`src/rtl/mux_n_arb_reg_if.sv`:
```
// rtl/mux_n_arb_reg_if.sv - handshake bundle for the N-input arbitrated register mux
//
// Purpose: groups the per-channel input handshake, mode controls and the
//          registered output handshake of mux_n_arb_reg.
// Signals:
//   in_data   NUM_IN*WIDTH  flattened channel data, channel i at [i*WIDTH +: WIDTH]
//   in_valid  NUM_IN        per-channel valid
//   in_ready  NUM_IN        per-channel ready (driven by the mux)
//   sel       SEL_W         direct-mode channel choice
//   rr_en     1             0 = direct, 1 = round-robin
//   out_data  WIDTH         registered selected data
//   out_valid 1             registered valid
//   out_src   SEL_W         channel that produced out_data
//   out_ready 1             downstream ready
// Modports: slave = the mux, master = the producer/consumer side.
interface mux_n_arb_reg_if #(
  parameter int WIDTH  = 32,
  parameter int NUM_IN = 4,
  parameter int SEL_W  = $clog2(NUM_IN)
);
  logic [NUM_IN*WIDTH-1:0] in_data;
  logic [NUM_IN-1:0]       in_valid;
  logic [NUM_IN-1:0]       in_ready;
  logic [SEL_W-1:0]        sel;
  logic                    rr_en;
  logic [WIDTH-1:0]        out_data;
  logic                    out_valid;
  logic [SEL_W-1:0]        out_src;
  logic                    out_ready;

  modport slave (
    input  in_data, in_valid, sel, rr_en, out_ready,
    output in_ready, out_data, out_valid, out_src
  );

  modport master (
    output in_data, in_valid, sel, rr_en, out_ready,
    input  in_ready, out_data, out_valid, out_src
  );
endinterface

```
`src/rtl/mux_n_arb_reg.sv`:
```
// rtl/mux_n_arb_reg.sv - N-input valid/ready selector with direct or round-robin grant and one output register
//
// Purpose: merges NUM_IN producers onto one registered WIDTH-bit output.
//          Direct mode serves the channel named by sel; round-robin mode
//          serves the next valid channel after the last one granted.
// Ports:
//   clk    rising-edge clock
//   rst_n  asynchronous active-low reset
//   bus    mux_n_arb_reg_if.slave (in_data/in_valid/in_ready, sel, rr_en,
//          out_data/out_valid/out_src/out_ready)
module mux_n_arb_reg #(
  parameter int WIDTH  = 32,
  parameter int NUM_IN = 4
) (
  input  logic             clk,
  input  logic             rst_n,
  mux_n_arb_reg_if.slave   bus
);
  localparam int SEL_W = $clog2(NUM_IN);

  logic [SEL_W-1:0] last;
  logic [SEL_W-1:0] grant;
  logic [SEL_W-1:0] rr_grant;
  logic [SEL_W-1:0] hi_idx;
  logic [SEL_W-1:0] lo_idx;
  logic             hi_found;
  logic             lo_found;
  logic             dir_vld;
  logic             grant_vld;
  logic             load_en;
  logic             xfer;
  logic [WIDTH-1:0] grant_data;
  logic [NUM_IN-1:0] ready_vec;

  logic             out_valid_q;
  logic [WIDTH-1:0] out_data_q;
  logic [SEL_W-1:0] out_src_q;

  // The output register can take a new word when empty or being drained.
  assign load_en = !out_valid_q || bus.out_ready;

  // Direct mode: a select beyond NUM_IN-1 matches no channel, so dir_vld stays 0.
  always_comb begin
    dir_vld = 1'b0;
    for (int i = 0; i < NUM_IN; i++) begin
      if (bus.sel == SEL_W'(i)) dir_vld = bus.in_valid[i];
    end
  end

  // Round-robin: lowest valid channel above last wins; otherwise wrap to the
  // lowest valid channel overall. Descending scan leaves the lowest match.
  always_comb begin
    hi_found = 1'b0;
    lo_found = 1'b0;
    hi_idx   = '0;
    lo_idx   = '0;
    for (int i = NUM_IN - 1; i >= 0; i--) begin
      if (bus.in_valid[i]) begin
        lo_found = 1'b1;
        lo_idx   = SEL_W'(i);
        if (SEL_W'(i) > last) begin
          hi_found = 1'b1;
          hi_idx   = SEL_W'(i);
        end
      end
    end
    rr_grant = hi_found ? hi_idx : lo_idx;
  end

  assign grant     = bus.rr_en ? rr_grant : bus.sel;
  assign grant_vld = bus.rr_en ? lo_found : dir_vld;
  assign xfer      = load_en && grant_vld;

  always_comb begin
    grant_data = '0;
    ready_vec  = '0;
    for (int i = 0; i < NUM_IN; i++) begin
      if (grant == SEL_W'(i)) begin
        grant_data   = bus.in_data[i*WIDTH +: WIDTH];
        ready_vec[i] = xfer;
      end
    end
  end

  assign bus.in_ready = ready_vec;

  always_ff @(posedge clk or negedge rst_n) begin
    if (!rst_n) begin
      out_valid_q <= 1'b0;
      out_data_q  <= '0;
      out_src_q   <= '0;
      last        <= SEL_W'(NUM_IN - 1);
    end else begin
      if (load_en) begin
        out_valid_q <= grant_vld;
        if (grant_vld) begin
          out_data_q <= grant_data;
          out_src_q  <= grant;
        end
      end
      // Only round-robin transfers advance fairness history.
      if (xfer && bus.rr_en) last <= grant;
    end
  end

  assign bus.out_valid = out_valid_q;
  assign bus.out_data  = out_data_q;
  assign bus.out_src   = out_src_q;
endmodule

```
`src/flat_wrapper.sv`:
```
// flat-port wrapper written by rule: the top's interface ports become plain ports
module mux_n_arb_reg_flat 
#(
  parameter int WIDTH  = 32,
  parameter int NUM_IN = 4
)
  (clk, rst_n, bus_in_data, bus_in_valid, bus_sel, bus_rr_en, bus_out_ready, bus_in_ready, bus_out_data, bus_out_valid, bus_out_src);
  mux_n_arb_reg_if #(.WIDTH(WIDTH), .NUM_IN(NUM_IN)) bus_i ();
  input  logic clk;
  input  logic rst_n;
  input wire logic [$bits(bus_i.in_data)-1:0] bus_in_data;
  input wire logic [$bits(bus_i.in_valid)-1:0] bus_in_valid;
  input wire logic [$bits(bus_i.sel)-1:0] bus_sel;
  input wire logic [$bits(bus_i.rr_en)-1:0] bus_rr_en;
  input wire logic [$bits(bus_i.out_ready)-1:0] bus_out_ready;
  output wire logic [$bits(bus_i.in_ready)-1:0] bus_in_ready;
  output wire logic [$bits(bus_i.out_data)-1:0] bus_out_data;
  output wire logic [$bits(bus_i.out_valid)-1:0] bus_out_valid;
  output wire logic [$bits(bus_i.out_src)-1:0] bus_out_src;
  assign bus_i.in_data = bus_in_data;
  assign bus_i.in_valid = bus_in_valid;
  assign bus_i.sel = bus_sel;
  assign bus_i.rr_en = bus_rr_en;
  assign bus_i.out_ready = bus_out_ready;
  assign bus_in_ready = bus_i.in_ready;
  assign bus_out_data = bus_i.out_data;
  assign bus_out_valid = bus_i.out_valid;
  assign bus_out_src = bus_i.out_src;
  mux_n_arb_reg #(.WIDTH(WIDTH), .NUM_IN(NUM_IN)) u_core (.clk(clk), .rst_n(rst_n), .bus(bus_i));
endmodule
```
`config.mk`:
```
export PLATFORM = sky130hd
export DESIGN_NAME = mux_n_arb_reg_flat
export DESIGN_NICKNAME = d
export VERILOG_FILES = /design/src/rtl/mux_n_arb_reg_if.sv /design/src/rtl/mux_n_arb_reg.sv /design/src/flat_wrapper.sv
export SDC_FILE = /design/constraint.sdc
export NUM_CORES = 1
export LEC_CHECK = 0
export ABC_AREA = 1
export ABC_CLOCK_PERIOD_IN_PS = 1600
export CAP_MARGIN = 15
export CORE_ASPECT_RATIO = 0.6
export CORE_MARGIN = 2
export CORE_UTILIZATION = 34
export DETAILED_ROUTE_END_ITERATION = 7
export PLACE_DENSITY_LB_ADDON = 0.08
export SLEW_MARGIN = 5
export SYNTH_ARGS = -nofsm -noshare
export SYNTH_HDL_FRONTEND = slang
export SYNTH_SLANG_ARGS = --single-unit
```
`constraint.sdc`:
```
create_clock -name clk -period 1.6 [get_ports clk]
set_input_delay 0.32 -clock clk [delete_from_list [all_inputs] [get_ports clk]]
set_output_delay 0.32 -clock clk [all_outputs]
set_load 0.05 [all_outputs]
```
==> summary.json, run 1 <==
{
  "die-area_um2": 9370,
  "fp-row-count": 26,
  "routed_via_density": 4.73,
  "synth-seq-area-share": 0.318,
  "skew_final_ns": 0.00230,
  "io-pin-count": 177,
  "ys_seq_elements": 37,
  "dieHeight_um": 75.8,
  "routed_wl_mm": 10.5,
  "track_usage": 0.221,
  "peakVddDrop_mv": 0.453,
  "path_class": "flop to output port",
  "cts-root-to-sink-buffers": 2,
  "layout_cell_share_with_drive_strength_beyond_1": 0.258,
  "wire_length_of_the_first_global_routing_pass_mm": 15.8,
  "finalPower_mw": 5.56,
  "place_inst": 725,
  "status": "finished, violations left",
  "final_antenna_net_count": 0,
  "hold_viol_final": 0,
  "period_utilisation_layout": 1.23,
  "timing.final.crit_period_ns": 1.98,
  "synthesis.yosys.warnings": 0,
  "worst_ep_arrival_time_ns": 1.66,
  "rsz0062_at_grt": "true",
  "number_of_antenna_violations_at_the_first_check_in_global_routing": 0,
  "max-slew-margin-rel": 0.739,
  "tritoncts": "yes",
  "fp.dieW_um": 124,
  "violated_checks": "setup timing",
  "synth_enable_flop_cells": 0,
  "design.final.nets": 765,
  "wl_per_cell_um": 14.2,
  "final-setup-viol-count": 37,
  "dr_total_vias": 3500,
  "async_set_or_reset_register_ratio_after_synthesis": 1.00,
  "min_path_type": "primary input to asynchronous set/reset pin",
  "timing.critical_path.to_type": "output port",
  "cts.reportedPaths.clkPinSlew_ns": 0.06,
  "final_core_util": 0.618,
  "gp_congestion": 0.839,
  "cts_max_level": 2,
  "dr_pass1_iterations": 5,
  "diode_count": 0,
  "tritoncts_num_sinks": 37,
  "worstMarginPinSlew_ns": 0.392,
  "leakagePower_nw": 2.46,
  "max_cap_violations": 0,
  "detailedRoute.firstIterationViolations": 149,
  "layout-area-overhead-vs-synth_pct": 78.3,
  "cts_made_buffers": 5,
  "drt_drc": 0,
  "r2r_slack_ns": -0.31,
  "core_region_area_um2": 8430,
  "yosys_most_used_dff": "dfrtp_1",
  "path_max_fanout": 7,
  "starting_utilization_of_the_core_area": 0.347,
  "syn-mean-instance-area_um2": 6.78,
  "syn_inst": 431,
  "globalRoute.totalOverflow": 0,
  "dp.final_hpwl_mm": 8.18,
  "postLayoutCellArea_um2": 5210,
  "final_cell_count_no_fill": 740,
  "max_clock_freq_ghz": 0.506,
  "root_buffer": "clkbuf_16",
  "worst-endpoint-required_ns": 1.28,
  "grt_start_max_net_pins": 27,
  "slew_violations": 0,
  "placement.cell_area_um2": 4910,
  "cell_area_synth_um2": 2920,
  "worst_setup_margin_ns": -0.376,
  "synth_fp_nets": 569,
  "grt_pass1_vias": 3124,
  "worst_setup_path_start_kind": "flop",
  "yosys.cell_types.count": 26,
  "buffer_ports.inserted": 176,
  "power-per-cell-area_nw_per_um2": 1070,
  "clkLatencyLatePin_ns": 0.29
}
==> registers in the layout, summed over array words and instances (netlist names) <==
signal and flops:
u_core.bus.out_src 2, u_core.bus.out_data 32, u_core.last 2, u_core.bus.out_valid 1
==> stage by stage <==
step / TNS, ns / hold slack, ns / setup WS, ns
floorplan: -0.995 / 0.0244 / -0.326
global placement: -25.01 / 0.270 / -0.748
detailed placement: -25.69 / 0.264 / -0.784
CTS: -11.80 / 0.483 / -0.436
global route: -12.79 / 0.500 / -0.457
finish: -8.50 / 0.478 / -0.376
==> cell usage in the layout, fill, tap and decap left out, types with 11 or more instances in the layout <==
cell | synthesis | layout
nand3_2 | 14 | 16
nand4_1 | 18 | 18
nor2_1 | 62 | 57
buf_12 | 2 | 11
buf_4 | 4 | 64
dfrtp_1 | 35 | 34
nand3_1 | 80 | 78
clkdlybuf4s50_1 | 0 | 129
nand2_1 | 124 | 118
inv_1 | 25 | 23
or2_2 | 15 | 15
==> Yosys cell counts, types with 3 or more instances <==
library cell  instances  area share
buf_2                10       0.017
nand3_1              80        0.14
nor2_1               62       0.080
nor2_2                8       0.017
nand2_4               3       0.012
buf_4                 4       0.010
o21ai_1               3      0.0051
buf_6                10       0.039
nand4_1              18       0.039
nand2_1             124        0.16
nand3_2              14       0.048
dfrtp_1              35        0.30
or2_2                15       0.032
inv_1                25       0.032
==> cell type report <==
class / count / area [um2]
clock buffers: 6 / 139
multi-input cells: 336 / 1720
clock inverters: 2 / 37.5
repair buffers: 218 / 2110
flip-flops and latches: 37 / 930
fillers: 759 / 3220
inverters: 29 / 134
well taps: 112 / 140
==> path summary, 6_finish.rpt <==
kind                                    startpoint                       to  cells after the start
max                                 u_core.last[1]          bus_in_ready[0]                      7
min                                          rst_n   u_core.bus.out_data[0]                      2
max reg2reg                         u_core.last[0]  u_core.bus.out_data[14]                     13
min reg2reg                u_core.bus.out_data[24]  u_core.bus.out_data[24]                      2
max in group asynchronous                    rst_n   u_core.bus.out_data[5]                      3
min in group clk           u_core.bus.out_data[24]  u_core.bus.out_data[24]                      2
==> timing repair <==
action,4_1_cts,5_1_grt
hold buffers,1,0
pin swaps,13,10
buffers inserted,5,1
cloned,0,0
setup endpoints to repair,40,37
endpoints found under the hold margin,12,0
resized for setup,13,25
==> per-layer routing <==
layer,part of all wire,track usage,up-vias
li1,-,-,1772
met1,0.48,0.313,1612
met2,0.44,0.349,106
met3,0.069,0.0449,10
met4,0.0099,0.0505,0
met5,0,0,-
==> critical path, stage by stage, from the launching register on <==
cell and delay [ns]:
dfstp_2 0.56, inv_1 0.05, nand2_1 0.09, nand3_2 0.09, nand2_4 0.10, nand2_8 0.10, nor3_4 0.21, buf_12 0.16
==> power breakdown <==
part | internal (mW) | switching (mW) | total, mW
clock network | 0.778 | 0.404 | 1.18
logic | 1.22 | 1.84 | 3.06
registers | 1.18 | 0.141 | 1.32
==> kinds of logic (layout without fill, tap and decap cells) <==
logic type	after synthesis	count (layout)	share of synthesized area
flops	37	37	0.318
buf+inv	58	255	0.131
compound gates	6	6	0.0103
simple gates	330	330	0.541
No activity file was read; power rests on OpenSTA's default activity.
==> run 2, diff against run 1 <==
--- a/config.mk
+++ b/config.mk
@@ -8,10 +8,13 @@
 export ABC_AREA = 1
 export ABC_CLOCK_PERIOD_IN_PS = 1600
 export CAP_MARGIN = 15
+export CELL_PAD_IN_SITES_DETAIL_PLACEMENT = 2
+export CELL_PAD_IN_SITES_GLOBAL_PLACEMENT = 2
 export CORE_ASPECT_RATIO = 0.6
 export CORE_MARGIN = 2
-export CORE_UTILIZATION = 34
+export CORE_UTILIZATION = 17
 export DETAILED_ROUTE_END_ITERATION = 7
+export GPL_TIMING_DRIVEN = 0
 export PLACE_DENSITY_LB_ADDON = 0.08
 export SLEW_MARGIN = 5
 export SYNTH_ARGS = -nofsm -noshare
==> summary.json, run 2 (synthesis results as in run 1) <==
{
  "worst-endpoint-required_ns": 1.28,
  "clkLatencyLatePin_ns": 0.29,
  "detailedRoute.firstIterationViolations": 134,
  "cts_made_buffers": 5,
  "cts-root-to-sink-buffers": 2,
  "root_buffer": "clkbuf_16",
  "cts.reportedPaths.clkPinSlew_ns": 0.07,
  "r2r_slack_ns": -0.39,
  "dr_total_vias": 3756,
  "final_antenna_net_count": 0,
  "regToRegEndpoint": "u_core.bus.out_data[24]",
  "dieHeight_um": 106,
  "routed_wl_mm": 16.4,
  "final-setup-viol-count": 37,
  "peakVddDrop_mv": 0.395,
  "dp.final_hpwl_mm": 11.9,
  "max_clock_freq_ghz": 0.468,
  "cts_max_level": 2,
  "layout-area-overhead-vs-synth_pct": 114,
  "io-pin-count": 177,
  "diode_count": 0,
  "tritoncts_num_sinks": 37,
  "leakagePower_nw": 2.91,
  "commonest_non_fill_non_tap_cell_in_the_layout": "clkdlybuf4s50_1",
  "starting_utilization_of_the_core_area": 0.172,
  "buffer_ports.inserted": 176,
  "worstReg2RegStart": "u_core.last[1]",
  "postLayoutCellArea_um2": 6270,
  "timing.critical_path.to_type": "output port",
  "pre_cts_slack_ns": -1.80,
  "globalRoute.totalOverflow": 0,
  "period_utilisation_layout": 1.34,
  "fp-row-count": 37,
  "most-common-layout-cells": "clkdlybuf4s50_1 (129), nand2_1 (85), nand3_2 (48)",
  "placement.cell_area_um2": 5060,
  "design.final.nets": 787,
  "path_max_fanout": 4,
  "wl_per_cell_um": 18.5,
  "grt_pass1_vias": 4271,
  "path_class": "flop to output port",
  "hold_viol_final": 0,
  "layout_cell_share_with_drive_strength_beyond_1": 0.346,
  "slew_violations": 0,
  "grt_start_max_net_pins": 27,
  "drt_drc": 0,
  "dr_pass1_iterations": 4,
  "skew_final_ns": 0.0115,
  "wire_length_of_the_first_global_routing_pass_mm": 25.4,
  "worst_ep_arrival_time_ns": 1.82,
  "largest_register_ffs": 32,
  "max_cap_violations": 0,
  "status": "finished, violations left",
  "timing.hold.ws_ns": 0.453,
  "track_usage": 0.182,
  "worst_setup_path_start_kind": "flop",
  "rsz0062_at_grt": "true",
  "min_path_type": "primary input to asynchronous set/reset pin",
  "max-slew-margin-rel": 0.607,
  "timing.reg2reg.worst_path_depth": 13,
  "fp.dieW_um": 173,
  "power-per-cell-area_nw_per_um2": 974,
  "worstMarginPinSlew_ns": 0.591,
  "number_of_antenna_violations_at_the_first_check_in_global_routing": 0,
  "tritoncts": "yes",
  "routed_via_density": 4.25,
  "violated_checks": "setup timing",
  "gp_congestion": 0.765,
  "die-area_um2": 18300,
  "core_region_area_um2": 17000,
  "worst_setup_margin_ns": -0.538,
  "timing.final.crit_period_ns": 2.14
}
## run 2: changes by cell type in the layout (fill, tap and decap cells not counted), moves of 17 or more
cell and change:
buf_4 -48, dlygate4sd2_1 +33, nand2_1 -33, nand2_2 +17, nand3_1 -33, nand3_2 +32
## run 2: final cells by class
class | instances | area (um2)
Sequential cell | 37 | 930
Fill cell | 1933 | 10700
Buffer | 29 | 449
Multi-Input combinational cell | 336 | 2090
Inverter | 29 | 145
Timing Repair Buffer | 211 | 2220
Clock buffer | 8 | 136
Tap cell | 234 | 293
## run 2: per-stage QoR
stage	cells	power, mW	setup TNS (ns)	util
3_3_place_gp	841	4.45	-69.17	0.297
5_1_grt	884	6.49	-17.30	0.369
2_1_floorplan	431	3.19	-0.995	-
4_1_cts	877	5.99	-12.54	0.354
6_report	884	6.10	-12.65	0.369
3_5_place_dp	842	4.51	-31.60	0.298
## run 2: worst max path at each step
stage,cells after the start,to,slack (ns),startpoint
6_report,9,bus_in_ready[1],-0.54,u_core.last[1]
5_1_grt,9,bus_in_ready[1],-0.61,u_core.last[1]
4_1_cts,11,bus_in_ready[0],-0.56,bus_in_valid[3]
3_5_place_dp,12,bus_in_ready[0],-1.80,bus_in_valid[0]
3_3_place_gp,12,bus_in_ready[0],-1.75,bus_in_valid[0]
2_1_floorplan,10,bus_in_ready[0],-0.33,bus_in_valid[0]
## run 2: metal layers
layer | vias up | GRT usage | share of wire
li1 | 1822 | - | -
met1 | 1823 | 0.263 | 0.51
met2 | 102 | 0.272 | 0.43
met3 | 9 | 0.0512 | 0.056
met4 | 0 | 0.0260 | 0.0073
met5 | - | 0 | 0
## run 2: repair_timing
item	4_1_cts	5_1_grt
gates cloned	5	3
resized for setup	220	44
endpoints found under the hold margin	9	0
hold buffers	1	0
pin swaps	86	61
setup buffers	21	6
setup endpoints to repair	75	39
## run 2: worst max-delay path, stage by stage, from the launching register on
cell and delay (ns):
dfstp_2 0.58, nand2_2 0.07, nand2_2 0.08, nand3_2 0.09
nand2_4 0.10, nand2_8 0.08, buf_12 0.15, buf_6 0.12
nor2_4 0.08, buf_8 0.15
## run 2: where the power goes
part           internal, mW  leakage, nW  switching (mW)
Clock                 0.582       0.0652           0.426
Sequential             1.18        0.436           0.135
Combinational          1.55         2.41            2.23
Total                  3.31         2.91            2.79
==> run 3, diff against run 2 <==
--- a/config.mk
+++ b/config.mk
@@ -6,7 +6,7 @@
 export NUM_CORES = 1
 export LEC_CHECK = 0
 export ABC_AREA = 1
-export ABC_CLOCK_PERIOD_IN_PS = 1600
+export ABC_CLOCK_PERIOD_IN_PS = 1800
 export CAP_MARGIN = 15
 export CELL_PAD_IN_SITES_DETAIL_PLACEMENT = 2
 export CELL_PAD_IN_SITES_GLOBAL_PLACEMENT = 2
@@ -16,7 +16,6 @@
 export DETAILED_ROUTE_END_ITERATION = 7
 export GPL_TIMING_DRIVEN = 0
 export PLACE_DENSITY_LB_ADDON = 0.08
-export SLEW_MARGIN = 5
 export SYNTH_ARGS = -nofsm -noshare
 export SYNTH_HDL_FRONTEND = slang
 export SYNTH_SLANG_ARGS = --single-unit
==> constraint.sdc (replaced) <==
create_clock -name clk -period 1.8 [get_ports clk]
set_input_delay 0.36 -clock clk [delete_from_list [all_inputs] [get_ports clk]]
set_output_delay 0.36 -clock clk [all_outputs]
set_load 0.05 [all_outputs]
==> summary.json, run 3 (synthesis results as in run 1) <==
{
  "status": "finished, violations left",
  "violated_checks": "setup timing",
  "r2r_slack_ns": -0.33,
  "finalPower_mw": 5.25,
  "slew_violations": 0,
  "min_path_type": "primary input to asynchronous set/reset pin",
  "path_class": "flop to output port",
  "critical_path.startpoint": "u_core.last[1]",
  "power-per-cell-area_nw_per_um2": 881,
  "leakagePower_nw": 2.73,
  "drt_drc": 0,
  "dr_total_vias": 3774,
  "worst_setup_margin_ns": -0.376,
  "regToRegEndpoint": "u_core.bus.out_data[14]",
  "wl_per_cell_um": 18.6,
  "core_region_area_um2": 17000,
  "timing.critical_path.to_type": "output port",
  "buffer_ports.inserted": 176,
  "commonest_non_fill_non_tap_cell_in_the_layout": "clkdlybuf4s50_1",
  "tritoncts": "yes",
  "place_inst": 842,
  "path_max_fanout": 9,
  "timing.reg2reg.worst_path_depth": 15,
  "starting_utilization_of_the_core_area": 0.172,
  "dieHeight_um": 106,
  "root_buffer": "clkbuf_16",
  "worst_setup_path_start_kind": "flop",
  "final_antenna_net_count": 0,
  "final_core_util": 0.351,
  "clkLatencyLatePin_ns": 0.29,
  "ctsHoldBuffers": 0,
  "final_cell_count_no_fill": 886,
  "max_clock_freq_ghz": 0.460,
  "cts_made_buffers": 5,
  "final-setup-viol-count": 36,
  "skew_final_ns": 0.00803,
  "most-common-layout-cells": "clkdlybuf4s50_1 (129), nand2_1 (110), nor2_1 (47), nand3_2 (47), nand3_1 (46)",
  "cts.reportedPaths.clkPinSlew_ns": 0.06,
  "globalRoute.totalOverflow": 0,
  "max_cap_violations": 0,
  "layout-area-overhead-vs-synth_pct": 104,
  "timing.final.crit_period_ns": 2.18,
  "hold_viol_final": 0,
  "fp.dieW_um": 173,
  "number_of_antenna_violations_at_the_first_check_in_global_routing": 0,
  "period_utilisation_layout": 1.21,
  "worstMarginPinSlew_ns": 0.558,
  "track_usage": 0.182,
  "die-area_um2": 18300,
  "gp_congestion": 0.788,
  "routed_wl_mm": 16.5,
  "max-slew-margin-rel": 0.629,
  "layout_cell_share_with_drive_strength_beyond_1": 0.316,
  "dp.final_hpwl_mm": 12.2,
  "diode_count": 0,
  "timing.critical_path.to": "bus_in_ready[0]",
  "fp-row-count": 37,
  "io-pin-count": 177,
  "tritoncts_num_sinks": 37,
  "cts-root-to-sink-buffers": 2,
  "dr_pass1_iterations": 4,
  "detailedRoute.firstIterationViolations": 139,
  "wire_length_of_the_first_global_routing_pass_mm": 25.3,
  "grt_start_max_net_pins": 25,
  "largest_register_ffs": 32,
  "grt_pass1_vias": 4221,
  "worst-endpoint-required_ns": 1.44,
  "rsz0062_at_grt": "true",
  "worstReg2RegStart": "u_core.last[1]",
  "peakVddDrop_mv": 0.310,
  "design.final.nets": 790,
  "cts_max_level": 2,
  "worst_ep_arrival_time_ns": 1.82,
  "routed_via_density": 4.26
}
==> run 3: cell count changes in the layout (fill, tap and decap cells not counted), sizes merged <==
cell | previous run | this run
buf | 66 | 76
dlygate4sd2 | 36 | 34
clkdlybuf4s15 | 4 | 1
dlymetal6s2s | 0 | 1
dlygate4sd3 | 1 | 0
clkbuf | 12 | 9
==> run 3: worst min path at each step <==
stage / startpoint / to / slack [ns]
global route: rst_n / u_core.bus.out_data[25] / 0.04
CTS: rst_n / u_core.bus.out_valid / 0.02
finish: rst_n / u_core.bus.out_data[25] / 0.01
floorplan: rst_n / u_core.bus.out_data[0] / 0.06
global placement: u_core.bus.out_src[1] / u_core.bus.out_src[1] / 0.46
detailed placement: rst_n / u_core.bus.out_data[25] / 0.34
==> run 3: layout make-up <==
type                    count  area, um2
repair buffers            215       2120
clock buffers               7        143
inverters                  29        121
flip-flops and latches     37        930
multi-input cells         336       1940
well taps                 234        293
fillers                  1937      11000
plain buffers              28        419
==> run 3: timing repair <==
action | in CTS | in global routing
cloned | 2 | 1
resized for setup | 185 | 34
pin swaps | 39 | 32
setup buffers | 23 | 12
endpoints found under the setup margin | 74 | 37
==> run 3: routing by layer <==
metal	wire length [um]	vias to the layer above	GRT usage	share of wire
met3	824	8	0.0411	0.050
met2	7100	96	0.278	0.43
met1	8490	1842	0.266	0.51
met4	76	0	0.0212	0.0046
li1	-	1828	-	-
met5	0	-	0	0
==> run 3: worst max-delay path, cell delays in order (launching register included) <==
cell and delay (ns):
dfstp_2 0.56, nand2_1 0.07, nand2_2 0.08, nand2_1 0.07
nand2_2 0.07, nand2_2 0.07, nand2_4 0.09, inv_8 0.05
buf_12 0.14, nor3_4 0.13, buf_6 0.18
==> run 3: stage by stage <==
step | hold WS (ns) | TNS (ns) | cell area [um2] | worst slack, ns
2_1_floorplan | 0.0644 | -0.319 | 2970 | -0.170
3_3_place_gp | 0.461 | -56.43 | 5020 | -1.55
3_5_place_dp | 0.335 | -23.84 | 5040 | -1.58
4_1_cts | 0.0242 | -9.02 | 5740 | -0.403
5_1_grt | 0.0435 | -13.26 | 5970 | -0.472
6_report | 0.0110 | -8.94 | 5970 | -0.376
==> run 3: report_power, final <==
| part | leakage (nW) | internal [mW] | switching [mW] |
|---|---|---|---|
| Sequential | 0.436 | 1.05 | 0.109 |
| Combinational | 2.22 | 1.25 | 1.92 |
| Clock | 0.0700 | 0.546 | 0.380 |
| Total | 2.73 | 2.85 | 2.41 |
